[config.mk]
export PLATFORM = sky130hd
export DESIGN_NAME = control_unit
export DESIGN_NICKNAME = d
export VERILOG_FILES = /design/src/rtl/control_unit.sv
export SDC_FILE = /design/constraint.sdc
export NUM_CORES = 1
export LEC_CHECK = 0
export CORE_UTILIZATION = 45
export DETAILED_ROUTE_END_ITERATION = 7
export PLACE_DENSITY_LB_ADDON = 0.15
export SLEW_MARGIN = 30
export SYNTH_ARGS = -nofsm -noshare
export SYNTH_HDL_FRONTEND = slang
export SYNTH_SLANG_ARGS = --single-unit
[constraint.sdc]
create_clock -name clock -period 2.15 [get_ports clock]
set_clock_uncertainty 0.2 [all_clocks]
set_input_delay 0.215 -clock clock [delete_from_list [all_inputs] [get_ports clock]]
set_output_delay 0.215 -clock clock [all_outputs]
set_load 0.1 [all_outputs]
[src/rtl/control_unit.sv]
// Multi-cycle accumulator CPU sequencer: fetch/decode/execute with
// per-state memory wait timeout and a sticky bus error.
module control_unit #(
  parameter int unsigned TIMEOUT = 15
) (
  input  logic       clock,
  input  logic       reset,
  input  logic [1:0] opcode,
  input  logic       start,
  input  logic       stop,
  input  logic       mem_ready,
  output logic       load_IR,
  output logic       load_acc,
  output logic       sel_alu,
  output logic       sel_bus,
  output logic       pass_add,
  output logic       ld_pc,
  output logic       clr_pc,
  output logic       inc_pc,
  output logic       ir_on_adr,
  output logic       pc_on_adr,
  output logic       rd_mem,
  output logic       wr_mem,
  output logic       bus_err,
  output logic [2:0] state_out
);

  localparam int unsigned CNT_W = $clog2(TIMEOUT + 1);

  typedef enum logic [2:0] {
    IDLE   = 3'd0,
    FETCH  = 3'd1,
    DECODE = 3'd2,
    EX_LDA = 3'd3,
    EX_ADD = 3'd4,
    EX_STA = 3'd5,
    ERROR  = 3'd6
  } state_t;

  state_t           state, state_next;
  logic [CNT_W-1:0] wait_cnt, wait_cnt_next;
  logic             bus_err_next;
  logic             mem_state;
  logic             timeout;
  logic             boundary;

  // State, wait counter and error flag registers
  always_ff @(posedge clock) begin
    if (reset) begin
      state    <= IDLE;
      wait_cnt <= '0;
      bus_err  <= 1'b0;
    end else begin
      state    <= state_next;
      wait_cnt <= wait_cnt_next;
      bus_err  <= bus_err_next;
    end
  end

  assign state_out = state;

  // Next state and datapath controls; completion strobes are Mealy on mem_ready
  always_comb begin
    state_next = state;
    load_IR    = 1'b0;
    load_acc   = 1'b0;
    sel_alu    = 1'b0;
    sel_bus    = 1'b0;
    pass_add   = 1'b0;
    ld_pc      = 1'b0;
    clr_pc     = 1'b0;
    inc_pc     = 1'b0;
    ir_on_adr  = 1'b0;
    pc_on_adr  = 1'b0;
    rd_mem     = 1'b0;
    wr_mem     = 1'b0;
    boundary   = 1'b0;
    mem_state  = (state == FETCH) || (state == EX_LDA) ||
                 (state == EX_ADD) || (state == EX_STA);
    timeout    = mem_state && !mem_ready && (wait_cnt == CNT_W'(TIMEOUT - 1));

    case (state)
      IDLE: begin
        clr_pc = 1'b1;
        if (start) state_next = FETCH;
      end
      FETCH: begin
        pc_on_adr = 1'b1;
        rd_mem    = 1'b1;
        sel_bus   = 1'b1;
        if (mem_ready) begin
          load_IR    = 1'b1;
          inc_pc     = 1'b1;
          state_next = DECODE;
        end
      end
      DECODE: begin
        case (opcode)
          2'b00:   state_next = EX_LDA;
          2'b10:   state_next = EX_ADD;
          2'b01:   state_next = EX_STA;
          default: begin
            ld_pc    = 1'b1;
            boundary = 1'b1;
          end
        endcase
      end
      EX_LDA: begin
        ir_on_adr = 1'b1;
        rd_mem    = 1'b1;
        sel_bus   = 1'b1;
        pass_add  = 1'b1;
        if (mem_ready) begin
          load_acc = 1'b1;
          boundary = 1'b1;
        end
      end
      EX_ADD: begin
        ir_on_adr = 1'b1;
        rd_mem    = 1'b1;
        sel_alu   = 1'b1;
        if (mem_ready) begin
          load_acc = 1'b1;
          boundary = 1'b1;
        end
      end
      EX_STA: begin
        ir_on_adr = 1'b1;
        wr_mem    = 1'b1;
        pass_add  = 1'b1;
        if (mem_ready) boundary = 1'b1;
      end
      ERROR: begin
        if (start) state_next = IDLE;
      end
      default: state_next = IDLE;
    endcase

    if (boundary) state_next = stop ? IDLE : FETCH;
    if (timeout)  state_next = ERROR;

    // Counter restarts on every state change and saturates instead of wrapping
    if ((state_next != state) || !mem_state) begin
      wait_cnt_next = '0;
    end else if (!mem_ready && (wait_cnt != CNT_W'(TIMEOUT))) begin
      wait_cnt_next = wait_cnt + CNT_W'(1);
    end else begin
      wait_cnt_next = wait_cnt;
    end

    bus_err_next = (state_next == ERROR);
  end

endmodule

==> results.ini, run 1 <==
[route]
viasPerCell = 5.88
drtAntennaViolNets = 0
vias = 758
drt_iter0_drc = 23
wl_per_cell_um = 14.0
drc_errors = 0
totalWireLength_mm = 1.80
drtPass1Iterations = 4

[synthesis]
netlist_area_um2 = 747
synthMuxAreaShare_pct = 1.34
synth_seq_area_share_pct = 21.4
synth_top_family_by_area = simple AND/OR/NAND/NOR gates
ys_warn_count = 0
synthSimpleGateAreaFrac_pct = 30.2
syn_nets = 100
ys_ff_latch = 8
synth_compound_area_share_pct = 28.1
async_flop_share_pct = 0
synth_edf_count = 0
synth_flop_cell = dfxtp_1
synthDistinctLibCells = 42
synth_xor_xnor_area_share_pct = 1.17
synth_fa_ha_area_share_pct = 8.38
avgSynthCellArea_um2 = 8.49
synth_cells = 88

[placement]
post-place-ws_ns = -0.243
dpl.hpwl_mm = 1.39
gp_congestion = 0.869
placement.io_buffers = 22

[clock_tree]
insertion_delay_ns = 0.26
cts_buffer_depth = 2
cts-hold-fix-buffers = 0
cts_num_sinks = 8
cts-root-buf = clkbuf_4
clkSlewWorstSetupHoldPaths_ns = 0.06
tritoncts = built
cts_buffers = 3
cts_max_level = 1

[finish]
final_common_cell = buf_12
area_growth_syn_to_layout_pct = 61.1
drive_above_1_share_pct = 48.7
final_cell_mix = buf_12, buf_4
fin_nets = 126
final_util_pct = 79.0
antenna_cells = 0
fillers = 100

[setup_path]
end_kind = flop
required_ns = 2.11
r2r_slack_ns = 0.19
arrival_ns = 2.02
start_kind = input pin
critical_path_class = input pin to flop
critPathMaxFanout = 8

[grt]
grt_pass1_vias = 719
grt_max_degree = 19
track_usage_pct = 21.2
antenna_found_initial = 0
grt_pass1_wl_mm = 2.97
grt_overflow = 0

[timing]
drv_slew = 0
rsz0062_at_grt = no
fin_crit_sh_pct = 95.6
hold_viol_final = 0
slew_headroom_pct = 73.3
finalSetupViolations = 0
tightest_slew_ns = 0.398
layout_setup_ws_ns = 0.0948
fmax_mhz = 487
period_needed_ns = 2.06

[pwr]
p_leak_nw = 0.463
power.density_mw_per_mm2 = 571
ir_drop_mv = 0.485

[floorplanning]
dieArea_mm2 = 0.00183
start_util_pct = 49.0
die_h_um = 42.7
die_width_um = 42.7
num_io_pins = 23
fp.coreArea_mm2 = 0.00152
fp-row-count = 14

[min_path]
hold_class = flop to flop

[run]
cap_violations = 0

[outcome]
status = finished, final reports clean

[final timing paths]
| check | to | cells past startpoint | start |
|---|---|---|---|
| max | bus_err$_SDFF_PP0_ | 5 | mem_ready |
| min | wait_cnt[1]$_SDFFE_PP0P_ | 2 | wait_cnt[1]$_SDFFE_PP0P_ |
| max reg2reg | bus_err$_SDFF_PP0_ | 4 | state_out[0]$_SDFF_PP0_ |
| min reg2reg | wait_cnt[1]$_SDFFE_PP0P_ | 2 | wait_cnt[1]$_SDFFE_PP0P_ |
[critical path, stage by stage]
cell and delay, ns:
clkdlybuf4s50_1 0.56, and4b_1 0.42, a21boi_0 0.33, o21ba_2 0.23, a2111oi_4 0.25
[stage by stage]
step	hold slack (ns)	cells	total power, mW	setup TNS [ns]	cell area [um^2]
2_1_floorplan	0.0777	88	0.451	-0.130	816
3_3_place_gp	0.386	125	0.552	-0.954	1140
3_5_place_dp	0.373	125	0.556	-1.17	1140
4_1_cts	0.382	129	0.683	0	1170
5_1_grt	0.434	129	0.718	0	1200
6_report	0.409	129	0.687	0	1200
[flip-flops by register name, indices dropped and copies added, names as in the netlist]
signal / flops
state_out: 3
wait_cnt: 4
bus_err: 1
[cell usage after synthesis, types with 2 or more instances]
cell type / number / share of area [%]
dfxtp_1: 8 / 21
nor2_1: 8 / 4.0
o21ai_0: 7 / 4.7
inv_1: 6 / 3.0
ha_1: 5 / 8.4
nand2_1: 5 / 2.5
a211oi_1: 4 / 4.0
a21boi_0: 2 / 2.0
a21oi_1: 2 / 1.3
and4b_1: 2 / 2.7
buf_2: 2 / 1.3
buf_4: 2 / 2.0
buf_6: 2 / 3.0
nand2b_1: 2 / 1.7
nand3b_1: 2 / 2.0
nor3_1: 2 / 1.3
o21ba_2: 2 / 2.7
[routing by layer]
| layer | vias to the layer above | track usage (%) | part of all wire [%] |
|---|---|---|---|
| met5 | - | 0 | 0 |
| met4 | 0 | 13.1 | 2.0 |
| met3 | 4 | 2.98 | 6.2 |
| met2 | 32 | 33.3 | 47 |
| met1 | 351 | 26.9 | 44 |
| li1 | 371 | - | - |
[where the power goes]
part	switching, mW	internal, mW	leakage (nW)
clock network	0.0536	0.0712	0.0150
logic	0.251	0.131	0.381
registers	0.0253	0.155	0.0670
[kinds of logic (layout without fill, tap and decap cells)]
logic type,count (synthesis),in the layout
XOR/XNOR,1,1
AND/OR/NAND/NOR,35,35
AO/OA/AOI/OAI,26,26
flip-flops,8,8
adder cells (fa/ha/maj),5,5
buffers and inverters,12,37
multiplexers,1,1
[area by class of cell]
type	count	area, um^2	area share (%)
Multi-Input combinational cell	68	602	50.0
Timing Repair Buffer	27	358	29.7
Sequential cell	8	171	14.2
Clock buffer	4	26.3	2.18
Inverter	6	26.3	2.18
Tap cell	16	20.0	1.66
[timing repair]
action	4_1_cts	5_1_grt
resized for setup	0	10
setup endpoints to repair	0	6
buffers inserted	0	0
No activity file was read; power rests on OpenSTA's default activity.
==> run 2: changes to the inputs <==
--- a/config.mk
+++ b/config.mk
@@ -8,2 +8,3 @@
 export CORE_UTILIZATION = 45
+export CTS_CLUSTER_DIAMETER = 40
 export DETAILED_ROUTE_END_ITERATION = 7
--- a/constraint.sdc
+++ b/constraint.sdc
@@ -4,2 +4,2 @@
 set_output_delay 0.215 -clock clock [all_outputs]
-set_load 0.1 [all_outputs]
+set_load 0.02 [all_outputs]
==> run 2 against run 1 <==
Core utilization decreased by 7.3 points. Critical path depth rose by 3. First-iteration DRC count is 52% lower. Global-route usage increased by 1.1 points. Non-clock buffer count grew 9. Clock-buffer cell count fell by 1. Die area is the same. Largest cell class unchanged.
==> results.ini, run 2 (synthesis results as in run 1) <==
[min_path]
hold_class = flop to flop

[grt]
track_usage_pct = 22.3
grt_pass1_vias = 702
grt_max_degree = 13
grt_overflow = 0
grt_pass1_wl_mm = 3.09
antenna_found_initial = 0

[timing]
slew_headroom_pct = 67.5
layout_setup_ws_ns = 0.0900
drv_slew = 0
tightest_slew_ns = 0.476
setup-tns-final_ns = 0
finalSetupViolations = 0
hold_viol_final = 0
period_needed_ns = 2.06
fmax_mhz = 485
hold_slack_ns = 0.401
rsz0062_at_grt = no
fin_crit_sh_pct = 95.8

[outcome]
status = finished, final reports clean

[route]
drc_errors = 0
viasPerCell = 5.49
totalWireLength_mm = 1.83
drtPass1Iterations = 4
drt_iter0_drc = 11
wl_per_cell_um = 13.4
drtAntennaViolNets = 0
vias = 752

[setup_path]
r2r-start = wait_cnt[0]$_SDFFE_PP0P_
worstPathCellList = clkdlybuf4s50_1 -> inv_1 -> ha_1 -> or3_1 -> a221oi_2 -> buf_4 -> o21ba_2 -> a2111oi_4
worstSetupStartpoint = opcode[1]
critical_path_class = input pin to flop
critPathMaxFanout = 2
cp_slowest_cell = clkdlybuf4s50_1
rr_worst_depth = 6
r2r_slack_ns = 0.14
cpPeakStageDelay_ns = 0.50
end_kind = flop
required_ns = 2.07
start_kind = input pin
arrival_ns = 1.98
endpoint = bus_err$_SDFF_PP0_
r2r-end = wait_cnt[0]$_SDFFE_PP0P_

[floorplanning]
fp.coreArea_mm2 = 0.00152
num_io_pins = 23
start_util_pct = 49.0
fp-row-count = 14
die_h_um = 42.7
die_width_um = 42.7
dieArea_mm2 = 0.00183

[clock_tree]
cts-root-buf = clkbuf_4
cts_buffers = 3
post_cts_buffers = 0
cts_max_level = 1
cts_buffer_depth = 2
cts_num_sinks = 8
insertion_delay_ns = 0.25
clkSlewWorstSetupHoldPaths_ns = 0.05
tritoncts = built

[finish]
area_growth_syn_to_layout_pct = 46.2
regArea_um2 = 161
antenna_cells = 0
final_common_cell = buf_4
final_cell_mix = buf_4, clkdlybuf4s50_1, nor2_1, dfxtp_1, dlygate4sd2_1
largest_register = wait_cnt
largest_reg_flops = 4
multiInputGateArea_um2 = 539
fillers = 133
instances_no_fill = 137
fin_nets = 135
drive_above_1_share_pct = 27.3

[placement]
gp_congestion = 0.818
placement.io_buffers = 22
place_inst = 134
post-place-ws_ns = -0.199
dpl.hpwl_mm = 1.46

[pwr]
ir_drop_mv = 0.424
power_mw = 0.487
power.density_mw_per_mm2 = 446
p_leak_nw = 0.524

[run]
cap_violations = 0

[run 2: cell count changes in the layout (fill, tap and decap cells not counted), moves of 3 or more]
cell             previous run  this run
dfxtp_4                     3         0
buf_4                      10        14
buf_12                     11         0
dlymetal6s2s_1              1         4
dlygate4sd2_1               0         7
nor2_1                      5         8
clkdlybuf4s50_1             5        11
[run 2: report_power, final]
group          internal (mW)  total (mW)  leakage, nW  switching [mW]
logic                  0.104       0.212        0.445           0.108
clock network         0.0634       0.108       0.0138          0.0447
registers              0.156       0.167       0.0652          0.0109
total                  0.323       0.487        0.524           0.164
[run 2: worst min path at each step]
stage	startpoint	to	slack, ns	cells after the start
floorplan	reset	state_out[1]$_SDFF_PP0_	0.09	1
global placement	wait_cnt[0]$_SDFFE_PP0P_	wait_cnt[0]$_SDFFE_PP0P_	0.40	2
detailed placement	wait_cnt[0]$_SDFFE_PP0P_	wait_cnt[0]$_SDFFE_PP0P_	0.38	2
CTS	wait_cnt[0]$_SDFFE_PP0P_	wait_cnt[0]$_SDFFE_PP0P_	0.40	2
global route	wait_cnt[0]$_SDFFE_PP0P_	wait_cnt[0]$_SDFFE_PP0P_	0.41	2
finish	wait_cnt[0]$_SDFFE_PP0P_	wait_cnt[0]$_SDFFE_PP0P_	0.40	2
[run 2: layout make-up]
cell class	count	share of cell area, %
multi-input cells	68	49.4
clock buffers	3	2.06
flip-flops and latches	8	14.8
repair buffers	36	29.9
well taps	16	1.83
inverters	6	2.06
[run 2: per-layer routing]
| layer | part of all wire, % | vias up | GRT usage, % |
|---|---|---|---|
| li1 | - | 387 | - |
| met1 | 48 | 337 | 29.2 |
| met2 | 45 | 26 | 33.9 |
| met3 | 5.6 | 2 | 3.40 |
| met4 | 0.71 | 0 | 13.8 |
| met5 | 0 | - | 0 |
[run 2: per-stage QoR]
stage | cell area, um^2 | utilization (%)
floorplan | 747 | -
global placement | 1040 | 68.6
detailed placement | 1040 | 68.6
CTS | 1060 | 69.5
global route | 1090 | 71.7
finish | 1090 | 71.7
[run 2: worst max-delay path, delay by kind of cell]
family | cells | cell delay (ns)
AND/OR/NAND/NOR | 1 | 0.32
AO/OA/AOI/OAI | 3 | 0.54
adder cells (fa/ha/maj) | 1 | 0.18
buffers and inverters | 3 | 0.72
[run 2: timing repair]
action / in CTS / in global routing
endpoints found under the setup margin: 7 / 8
pin swaps: 0 / 4
gates resized for setup: 8 / 10
hold buffers: 0 / 0
==> run 3: changes to the inputs <==
Settings changed: CTS_CLUSTER_SIZE from default to 14.
==> results of run 3 <==
Same layout as run 2: the final DEF is identical, and so are final timing and power.
